==> config.mk <==
export PLATFORM = sky130hd
export DESIGN_NAME = mem_lsu
export DESIGN_NICKNAME = d
export VERILOG_FILES = /design/src/rtl/mem_lsu_pkg.sv /design/src/rtl/mem_lsu_align.sv /design/src/rtl/mem_lsu.sv
export SDC_FILE = /design/constraint.sdc
export NUM_CORES = 1
export LEC_CHECK = 0
export ABC_CLOCK_PERIOD_IN_PS = 3300
export CORE_MARGIN = 2
export CORE_UTILIZATION = 27
export CTS_BUF_LIST = sky130_fd_sc_hd__clkbuf_4
export CTS_CLUSTER_SIZE = 14
export DETAILED_ROUTE_END_ITERATION = 10
export PLACE_DENSITY = 0.8
export SETUP_SLACK_MARGIN = 0.3
export SKIP_LAST_GASP = 1
export SYNTH_ARGS = -nofsm -noshare
export SYNTH_HDL_FRONTEND = slang
export SYNTH_SLANG_ARGS = --single-unit
==> constraint.sdc <==
create_clock -name clk -period 3.3 [get_ports clk]
set_clock_uncertainty 0.05 [all_clocks]
set_input_delay 0.99 -clock clk [delete_from_list [all_inputs] [get_ports clk]]
set_output_delay 0.99 -clock clk [all_outputs]
set_load 0.01 [all_outputs]
==> src/rtl/mem_lsu_pkg.sv <==
// Shared encodings for the MEM-stage load/store unit: memory op codes and FSM states.
package mem_lsu_pkg;

  typedef enum logic [3:0] {
    MEM_NONE = 4'd0,
    MEM_LB   = 4'd1,
    MEM_LH   = 4'd2,
    MEM_LW   = 4'd3,
    MEM_LBU  = 4'd4,
    MEM_LHU  = 4'd5,
    MEM_SB   = 4'd6,
    MEM_SH   = 4'd7,
    MEM_SW   = 4'd8
  } mem_op_e;

  typedef enum logic [1:0] {
    LSU_IDLE = 2'd0,
    LSU_REQ  = 2'd1,
    LSU_RSP  = 2'd2
  } lsu_state_e;

endpackage

==> src/rtl/mem_lsu_align.sv <==
// Combinational lane logic: byte enables, store-data replication, load extraction
// and alignment checking for one memory op.
module mem_lsu_align
  import mem_lsu_pkg::*;
#(
  parameter int XLEN = 32
) (
  input  logic [3:0]      mem_op,
  input  logic [1:0]      addr_lo,
  input  logic [XLEN-1:0] st_data,
  input  logic [XLEN-1:0] rdata,
  output logic [3:0]      be,
  output logic [XLEN-1:0] wdata,
  output logic [XLEN-1:0] ld_data,
  output logic            misalign,
  output logic            is_load,
  output logic            is_mem
);

  mem_op_e    op;
  logic [7:0] lane_bytes [4];
  logic [7:0] byte_sel;
  logic [15:0] half_sel;

  assign op = mem_op_e'(mem_op);

  for (genvar gi = 0; gi < 4; gi++) begin : g_lane
    assign lane_bytes[gi] = rdata[8*gi +: 8];
  end

  assign byte_sel = lane_bytes[addr_lo];
  assign half_sel = addr_lo[1] ? rdata[31:16] : rdata[15:0];

  always_comb begin
    be       = 4'b0000;
    wdata    = '0;
    ld_data  = '0;
    misalign = 1'b0;
    is_load  = 1'b0;
    is_mem   = 1'b1;
    case (op)
      MEM_LB, MEM_LBU: begin
        is_load = 1'b1;
        be      = 4'b0001 << addr_lo;
        ld_data = (op == MEM_LB) ? {{(XLEN-8){byte_sel[7]}}, byte_sel}
                                 : {{(XLEN-8){1'b0}}, byte_sel};
      end
      MEM_LH, MEM_LHU: begin
        is_load  = 1'b1;
        misalign = addr_lo[0];
        be       = addr_lo[1] ? 4'b1100 : 4'b0011;
        ld_data  = (op == MEM_LH) ? {{(XLEN-16){half_sel[15]}}, half_sel}
                                  : {{(XLEN-16){1'b0}}, half_sel};
      end
      MEM_LW: begin
        is_load  = 1'b1;
        misalign = (addr_lo != 2'b00);
        be       = 4'b1111;
        ld_data  = rdata;
      end
      MEM_SB: begin
        be    = 4'b0001 << addr_lo;
        wdata = {4{st_data[7:0]}};
      end
      MEM_SH: begin
        misalign = addr_lo[0];
        be       = addr_lo[1] ? 4'b1100 : 4'b0011;
        wdata    = {2{st_data[15:0]}};
      end
      MEM_SW: begin
        misalign = (addr_lo != 2'b00);
        be       = 4'b1111;
        wdata    = st_data;
      end
      default: is_mem = 1'b0;
    endcase
  end

endmodule

==> src/rtl/mem_lsu.sv <==
// MEM-stage load/store unit: passes ALU results through, or runs one req/gnt/rvalid
// data-bus transaction per load/store while stalling the upstream pipeline.
module mem_lsu
  import mem_lsu_pkg::*;
#(
  parameter int XLEN       = 32,
  parameter int REG_ADDR_W = 5
) (
  input  logic                  clk,
  input  logic                  rst_n,
  input  logic                  rd_we_i,
  input  logic [XLEN-1:0]       rd_data_i,
  input  logic [REG_ADDR_W-1:0] rd_addr_i,
  input  logic [3:0]            mem_op_i,
  input  logic [XLEN-1:0]       st_data_i,
  output logic                  dbus_req_o,
  output logic                  dbus_we_o,
  output logic [XLEN-1:0]       dbus_addr_o,
  output logic [3:0]            dbus_be_o,
  output logic [XLEN-1:0]       dbus_wdata_o,
  input  logic                  dbus_gnt_i,
  input  logic                  dbus_rvalid_i,
  input  logic [XLEN-1:0]       dbus_rdata_i,
  output logic                  rd_we_o,
  output logic [XLEN-1:0]       rd_data_o,
  output logic [REG_ADDR_W-1:0] rd_addr_o,
  output logic                  stall_o,
  output logic                  misalign_o
);

  lsu_state_e      state_reg, state_next;
  logic [3:0]      be;
  logic [XLEN-1:0] wdata;
  logic [XLEN-1:0] ld_data;
  logic            misalign;
  logic            is_load;
  logic            is_mem;

  mem_lsu_align #(.XLEN(XLEN)) u_align (
    .mem_op   (mem_op_i),
    .addr_lo  (rd_data_i[1:0]),
    .st_data  (st_data_i),
    .rdata    (dbus_rdata_i),
    .be       (be),
    .wdata    (wdata),
    .ld_data  (ld_data),
    .misalign (misalign),
    .is_load  (is_load),
    .is_mem   (is_mem)
  );

  always_ff @(posedge clk or negedge rst_n) begin
    if (!rst_n) state_reg <= LSU_IDLE;
    else        state_reg <= state_next;
  end

  // Outputs are forced low while reset is asserted, including the pass-through path.
  always_comb begin
    state_next   = state_reg;
    dbus_req_o   = 1'b0;
    dbus_we_o    = 1'b0;
    dbus_addr_o  = '0;
    dbus_be_o    = 4'b0000;
    dbus_wdata_o = '0;
    rd_we_o      = 1'b0;
    rd_data_o    = '0;
    rd_addr_o    = '0;
    stall_o      = 1'b0;
    misalign_o   = 1'b0;
    if (rst_n) begin
      rd_we_o   = rd_we_i;
      rd_data_o = rd_data_i;
      rd_addr_o = rd_addr_i;
      case (state_reg)
        LSU_IDLE: begin
          if (is_mem && misalign) begin
            misalign_o = 1'b1;
            rd_we_o    = 1'b0;
          end else if (is_mem) begin
            dbus_req_o = 1'b1;
            stall_o    = 1'b1;
            rd_we_o    = 1'b0;
            state_next = dbus_gnt_i ? LSU_RSP : LSU_REQ;
          end
        end
        LSU_REQ: begin
          dbus_req_o = 1'b1;
          stall_o    = 1'b1;
          rd_we_o    = 1'b0;
          if (dbus_gnt_i) state_next = LSU_RSP;
        end
        LSU_RSP: begin
          stall_o = !dbus_rvalid_i;
          rd_we_o = is_load;
          if (is_load) rd_data_o = ld_data;
          if (dbus_rvalid_i) state_next = LSU_IDLE;
        end
        default: state_next = LSU_IDLE;
      endcase
      // Upstream holds its inputs while stalled, so the request fields stay constant.
      if (dbus_req_o) begin
        dbus_we_o    = !is_load;
        dbus_addr_o  = {rd_data_i[XLEN-1:2], 2'b00};
        dbus_be_o    = be;
        dbus_wdata_o = wdata;
      end
    end
  end

endmodule
---- Yosys cells after proc, flatten, opt, wreduce, memory -nomap -nowiden ----
Cells that the tools add are included.
storage, ports and cells
  register bits ........................... 2
  latch bits .............................. 0
  RAM bits ................................ 0
  ROM bits ................................ 0
  output and inout port bits .............. 110
  memories kept ........................... 0
operators by class
  add/subtract/negate cells ............... 0
  multipliers ............................. 0
  divide/modulo/power cells ............... 0
  magnitude comparators ................... 1
  equal/unequal tests ..................... 14
  shift operators ......................... 1
  muxes and demuxes ....................... 45
  bitwise logic cells ..................... 1
  reductions and logical operators ........ 13
operators with widths
  cell                                              count
  two-way mux 32 bit                                9
  case mux 32 bit (3 select lines)                  2
  binary-select mux 8 bit (select 2 bit)            1
  == test 4 x 3 -> 1 bit (second input constant)    4
  two-way mux 16 bit                                1
  two-way mux 8 bit                                 2
  two-way mux 1 bit                                 15
  two-way mux 4 bit                                 3
  case mux 4 bit (3 select lines)                   1
  two-way mux 2 bit                                 5
  == test 4 x 2 -> 1 bit (second input constant)    2
  inequality test 2 bit (second input constant)     4
  OR reduction 8 bit                                1
  case mux 1 bit (3 select lines)                   2
  case mux 2 bit (3 select lines)                   1
  OR reduction 2 bit                                3
  OR reduction 3 bit                                2
  two-way mux 5 bit                                 1
  AND reduction 5 bit                               1
  OR reduction 5 bit                                1
  == test 4 x 1 -> 1 bit (second input constant)    1
  == test 4 bit (second input constant)             1
  case mux 1 bit (2 select lines)                   2
  << shifter 1 x 2 -> 4 bit (first input constant)  1
  8 further kinds                                   9

---- Longest topological paths before layout ----
Gate-level depths: netlist of the first run.
  depth in word-level cells ............... 9
  mapped depth ............................ 8
  gate-level depth less buffers ........... 6

---- Cells and area by module ----
From an unflattened synthesis of the first run, not the netlist that was laid out.
second synthesis, totals
  cells, all modules ...................... 405
  area total of the unflattened synthesis .. 2587.5 µm²
modules (own cells, without submodules)
  module         instances  cells each  area an instance (µm²)  sequential area each (µm²)
  mem_lsu_align  1          188         1360.1                  0.0
  mem_lsu        1          217         1227.4                  50.0

---- Worst setup path before layout of the first run ----
No wires, ideal clock.
  path type ............................... input to output
  start point ............................. in mem_op_i[2]
  end point ............................... out rd_data_o[6]
  arrival time ............................ 2444 ps
  required time ........................... 2260 ps
  path slack .............................. -184 ps
  stages .................................. 5
  path buffers ............................ 1
  cells stage by stage .................... buf_6 > or4b_2 > o211ai_1 > a22oi_1 > a31oi_1
between the ends
  word-level cells in the longest chain between the ends .. 6
ends and longest elaborated chain
  element                                                                RTL line             text
  from (decl)                                                            mem_lsu.sv:14        input logic [3:0] mem_op_i,
  == test 4 x 3 -> 1 bit (tied with other cells)                         mem_lsu_align.sv:41  case (op)
  OR reduction 2 bit or OR reduction 5 bit (tied branches)               n/a
  case mux 32 bit (3 select lines) or two-way mux 1 bit (tied branches)  mem_lsu_align.sv:41
  two-way mux 32 bit *                                                   mem_lsu.sv:95        if (is_load) rd_data_o = ld_data;
  two-way mux 32 bit *                                                   mem_lsu.sv:74        case (state_reg)
  two-way mux 32 bit *                                                   mem_lsu.sv:70        if (rst_n) begin
  to (decl)                                                              mem_lsu.sv:25        output logic [XLEN-1:0] rd_data_o,
Every way passes the cells marked *; elsewhere a longest branch is shown, timed or not.

---- Worst setup path in the final report of the first run ----
  start point ............................. in mem_op_i[1]
  end point ............................... out rd_data_o[10]
between the ends
  word-level cells in the longest chain between the ends .. 6
ends and longest elaborated chain
  element                                                                RTL line                                  text
  == test 4 x 1 -> 1 bit (tied with other cells)                         mem_lsu_align.sv:41, mem_lsu_align.sv:45
  two-way mux 32 bit (tied with other cells)                             mem_lsu_align.sv:45                       ld_data = (op == MEM_LB) ? {{(XLEN-8){byte_sel[7]}}, byte_sel}
  case mux 32 bit (3 select lines) or two-way mux 1 bit (tied branches)  mem_lsu_align.sv:41
  two-way mux 32 bit *                                                   mem_lsu.sv:95
  two-way mux 32 bit *                                                   mem_lsu.sv:74
  two-way mux 32 bit *                                                   mem_lsu.sv:70
Marked as above.

==> results of run 1 <==
==> power breakdown <==
part | switching, µW | internal, µW | total, µW | leakage (µW)
Combinational | 602 | 766 | 1370 | 0.00269
Clock | 13.9 | 40.1 | 54.0 | 0.0000138
Sequential | 8.24 | 33.1 | 41.4 | 0.0000255
Total | 624 | 840 | 1460 | 0.00273
==> placed cells by master, fill, tap and decap left out, types with 6 or more instances in the layout <==
cell type / instances
clkdlybuf4s15_2: 9
inv_1: 6
dlygate4sd2_1: 14
buf_6: 54
buf_2: 62
clkdlybuf4s50_1: 98
nand2_1: 19
buf_4: 96
nor2_2: 10
a21oi_1: 6
a21oi_4: 8
o21ai_1: 7
buf_12: 15
a21oi_2: 9
o21ai_0: 23
a22oi_1: 25
nor2_1: 43
and3_4: 9
buf_8: 7
mux2_2: 20
and2_1: 18
and2_4: 19
==> logic make-up (layout without fill, tap and decap cells) <==
kind of cell    Yosys count  after routing
simple gates            146            146
compound gates          125            125
buf+inv                  43            375
mux                      23             23
flops                     2              2
fa+ha+maj                 1              1
other cells               1              3
xor+xnor                  1              1
==> through the flow <==
stage               cell area, µm²  hold slack [ns]  std cells  power, µW   util
floorplan                     2360            0.500        343        505      -
global placement              5270            0.562        720       1100  0.693
detailed placement            5270            0.579        720       1110  0.693
CTS                           5800            0.652        755       1350  0.763
global route                  6170            0.676        778       1540  0.811
finish                        6170            0.645        778       1460  0.811
==> cell type report <==
| class | instances | area (µm²) |
|---|---|---|
| repair buffers | 365 | 3460 |
| well taps | 102 | 128 |
| inverters | 7 | 26.3 |
| fillers | 493 | 1440 |
| clock buffers | 3 | 22.5 |
| diodes | 1 | 2.50 |
| flip-flops and latches | 2 | 50.0 |
| multi-input cells | 298 | 2480 |
==> per-layer routing <==
layer | track usage | up-vias | share of wire
met5 | 0 | - | 0
met4 | 0.132 | 0 | 0.052
met3 | 0.0698 | 50 | 0.075
met2 | 0.599 | 221 | 0.54
met1 | 0.290 | 1949 | 0.34
li1 | - | 1922 | -
==> final timing paths <==
| check | depth (start not counted) | slack (ns) | endpoint | startpoint |
|---|---|---|---|---|
| worst max-delay path | 13 | -0.51 | rd_data_o[10] | mem_op_i[1] |
| worst min-delay path | 2 | 0.65 | state_reg[1] | state_reg[1] |
| worst max register to register | 8 | 1.77 | state_reg[1] | state_reg[1] |
| worst min register to register | 2 | 0.65 | state_reg[1] | state_reg[1] |
| max in group asynchronous | 2 | 2.09 | state_reg[0] | rst_n |
| min in group asynchronous | 2 | 0.98 | state_reg[1] | rst_n |
==> timing repair <==
| item | 4_1_cts | 5_1_grt |
|---|---|---|
| gates resized for setup | 521 | 82 |
| setup buffers | 26 | 21 |
| endpoints found under the setup margin | 108 | 103 |
| pin swaps | 40 | 34 |
| cloned | 6 | 1 |
| hold buffers | 0 | 0 |
==> critical path, cell delays in order <==
cell and delay (ns):
buf_8 0.11, buf_4 0.13, buf_6 0.11, buf_6 0.11, nor3_4 0.25, nor3_4 0.08
buf_12 0.14, buf_6 0.12, buf_6 0.11, buf_4 0.13, o21ai_0 0.24, nor2_1 0.10
buf_2 0.15
==> flow_summary.json, run 1 <==
{
  "synthArstFlopShare": 1.00,
  "yosys.area_share.simple": 0.349,
  "drt_wl_total_um": 14500,
  "synth_enable_flop_cells": 0,
  "synthTopCellsByCount": "nor2_1 (58), and2_1 (37), o21ai_0 (37)",
  "clock_latency_ns": 0.23,
  "yosys_warnings": 0,
  "grt_max_degree": 23,
  "die_y_um": 91.8,
  "grt_pass1_vias": 4239,
  "fin_crit_sh": 1.16,
  "pre_cts_ws_ns": -1.29,
  "drt-wirelength-per-cell_um": 18.7,
  "ioPinCount": 220,
  "clock_sinks": 2,
  "status": "complete, but fails checks",
  "syn_area_um2": 2080,
  "fp.dieW_um": 91.8,
  "power_density_nw_per_um2": 237,
  "cts.path.max_buffers": 2,
  "finalSetupTns_ns": -37.13,
  "final_max_slew_viol_count": 0,
  "vias": 4142,
  "layout-drive-gt1-share": 0.569,
  "setup_viol": 103,
  "drc": 0,
  "finalHoldViolCount": 0,
  "finalWorstPathRequiredPeriod_ns": 3.81,
  "ant_nets": 0,
  "rows": 32,
  "synth_most_common_cell": "nor2_1",
  "crit_arrival_ns": 2.77,
  "critPathLaunchType": "input port",
  "criticalPathCategory": "in -> out",
  "cap_viol_max_count": 0,
  "yosys.area_share.adder": 0.00481,
  "synth_xor_area_frac": 0.00421,
  "yosysSeqAreaShare": 0.0241,
  "fmax_ghz": 0.262,
  "critPathMaxFanout": 6,
  "hp-class": "reg -> reg",
  "leakagePower_uw": 0.00273,
  "largest_reg_flops": 2,
  "die_area_um2": 8420,
  "synth_seq_cells": 2,
  "synth_top_flop_cell": "dfrtp_1",
  "fin_ws_ns": -0.513,
  "cts_tree": "yes",
  "ctsHtreeMaxLevel": 1,
  "dr.pass1.iters": 4,
  "synth_compound_area_frac": 0.395,
  "synth_top_area_share": 0.111,
  "place_hpwl_um": 9590,
  "grt_pass1_wl_um": 20500,
  "rsz0062_at_grt": "true",
  "ir_worst_vdd_v": 0.000138,
  "antenna_found_initial": 1,
  "cts_buffers": 3,
  "io_buffers": 217,
  "cts_root_buf": "clkbuf_4",
  "start_util": 0.274,
  "finalWeightedCongestion": 0.850,
  "syn_avg_cell_area_um2": 6.08,
  "crit_required_ns": 2.26,
  "endpoint_kind": "primary output",
  "grt.total_usage": 0.301,
  "viasPerCell": 5.32,
  "core_area_um2": 7610,
  "synth_top_cell_by_area": "and2_1",
  "overflow": 0,
  "drtIter0Drc": 125,
  "muxShareOfSynthArea": 0.129,
  "synth_top_family_by_area": "compound AO/OA/AOI/OAI gates",
  "failed_checks": "negative setup slack",
  "path_clk_slew_ns": 0.03,
  "ys_types": 49,
  "synthCells": 342,
  "nets": 787,
  "synthToLayoutAreaGrowth_pct": 197,
  "synthTopCellsByArea": "and2_1 (11%), a22oi_1 (11%), mux2_2 (11%)"
}
(Power assumes the default switching activity.)
==> run 2: changes to the inputs <==
--- a/config.mk
+++ b/config.mk
@@ -14,6 +14,7 @@
 export PLACE_DENSITY = 0.8
 export SETUP_SLACK_MARGIN = 0.3
 export SKIP_LAST_GASP = 1
+export SLEW_MARGIN = 10
 export SYNTH_ARGS = -nofsm -noshare
 export SYNTH_HDL_FRONTEND = slang
 export SYNTH_SLANG_ARGS = --single-unit
==> results of run 2 <==
Same layout as run 1: the final DEF is identical, and so are final timing and power.
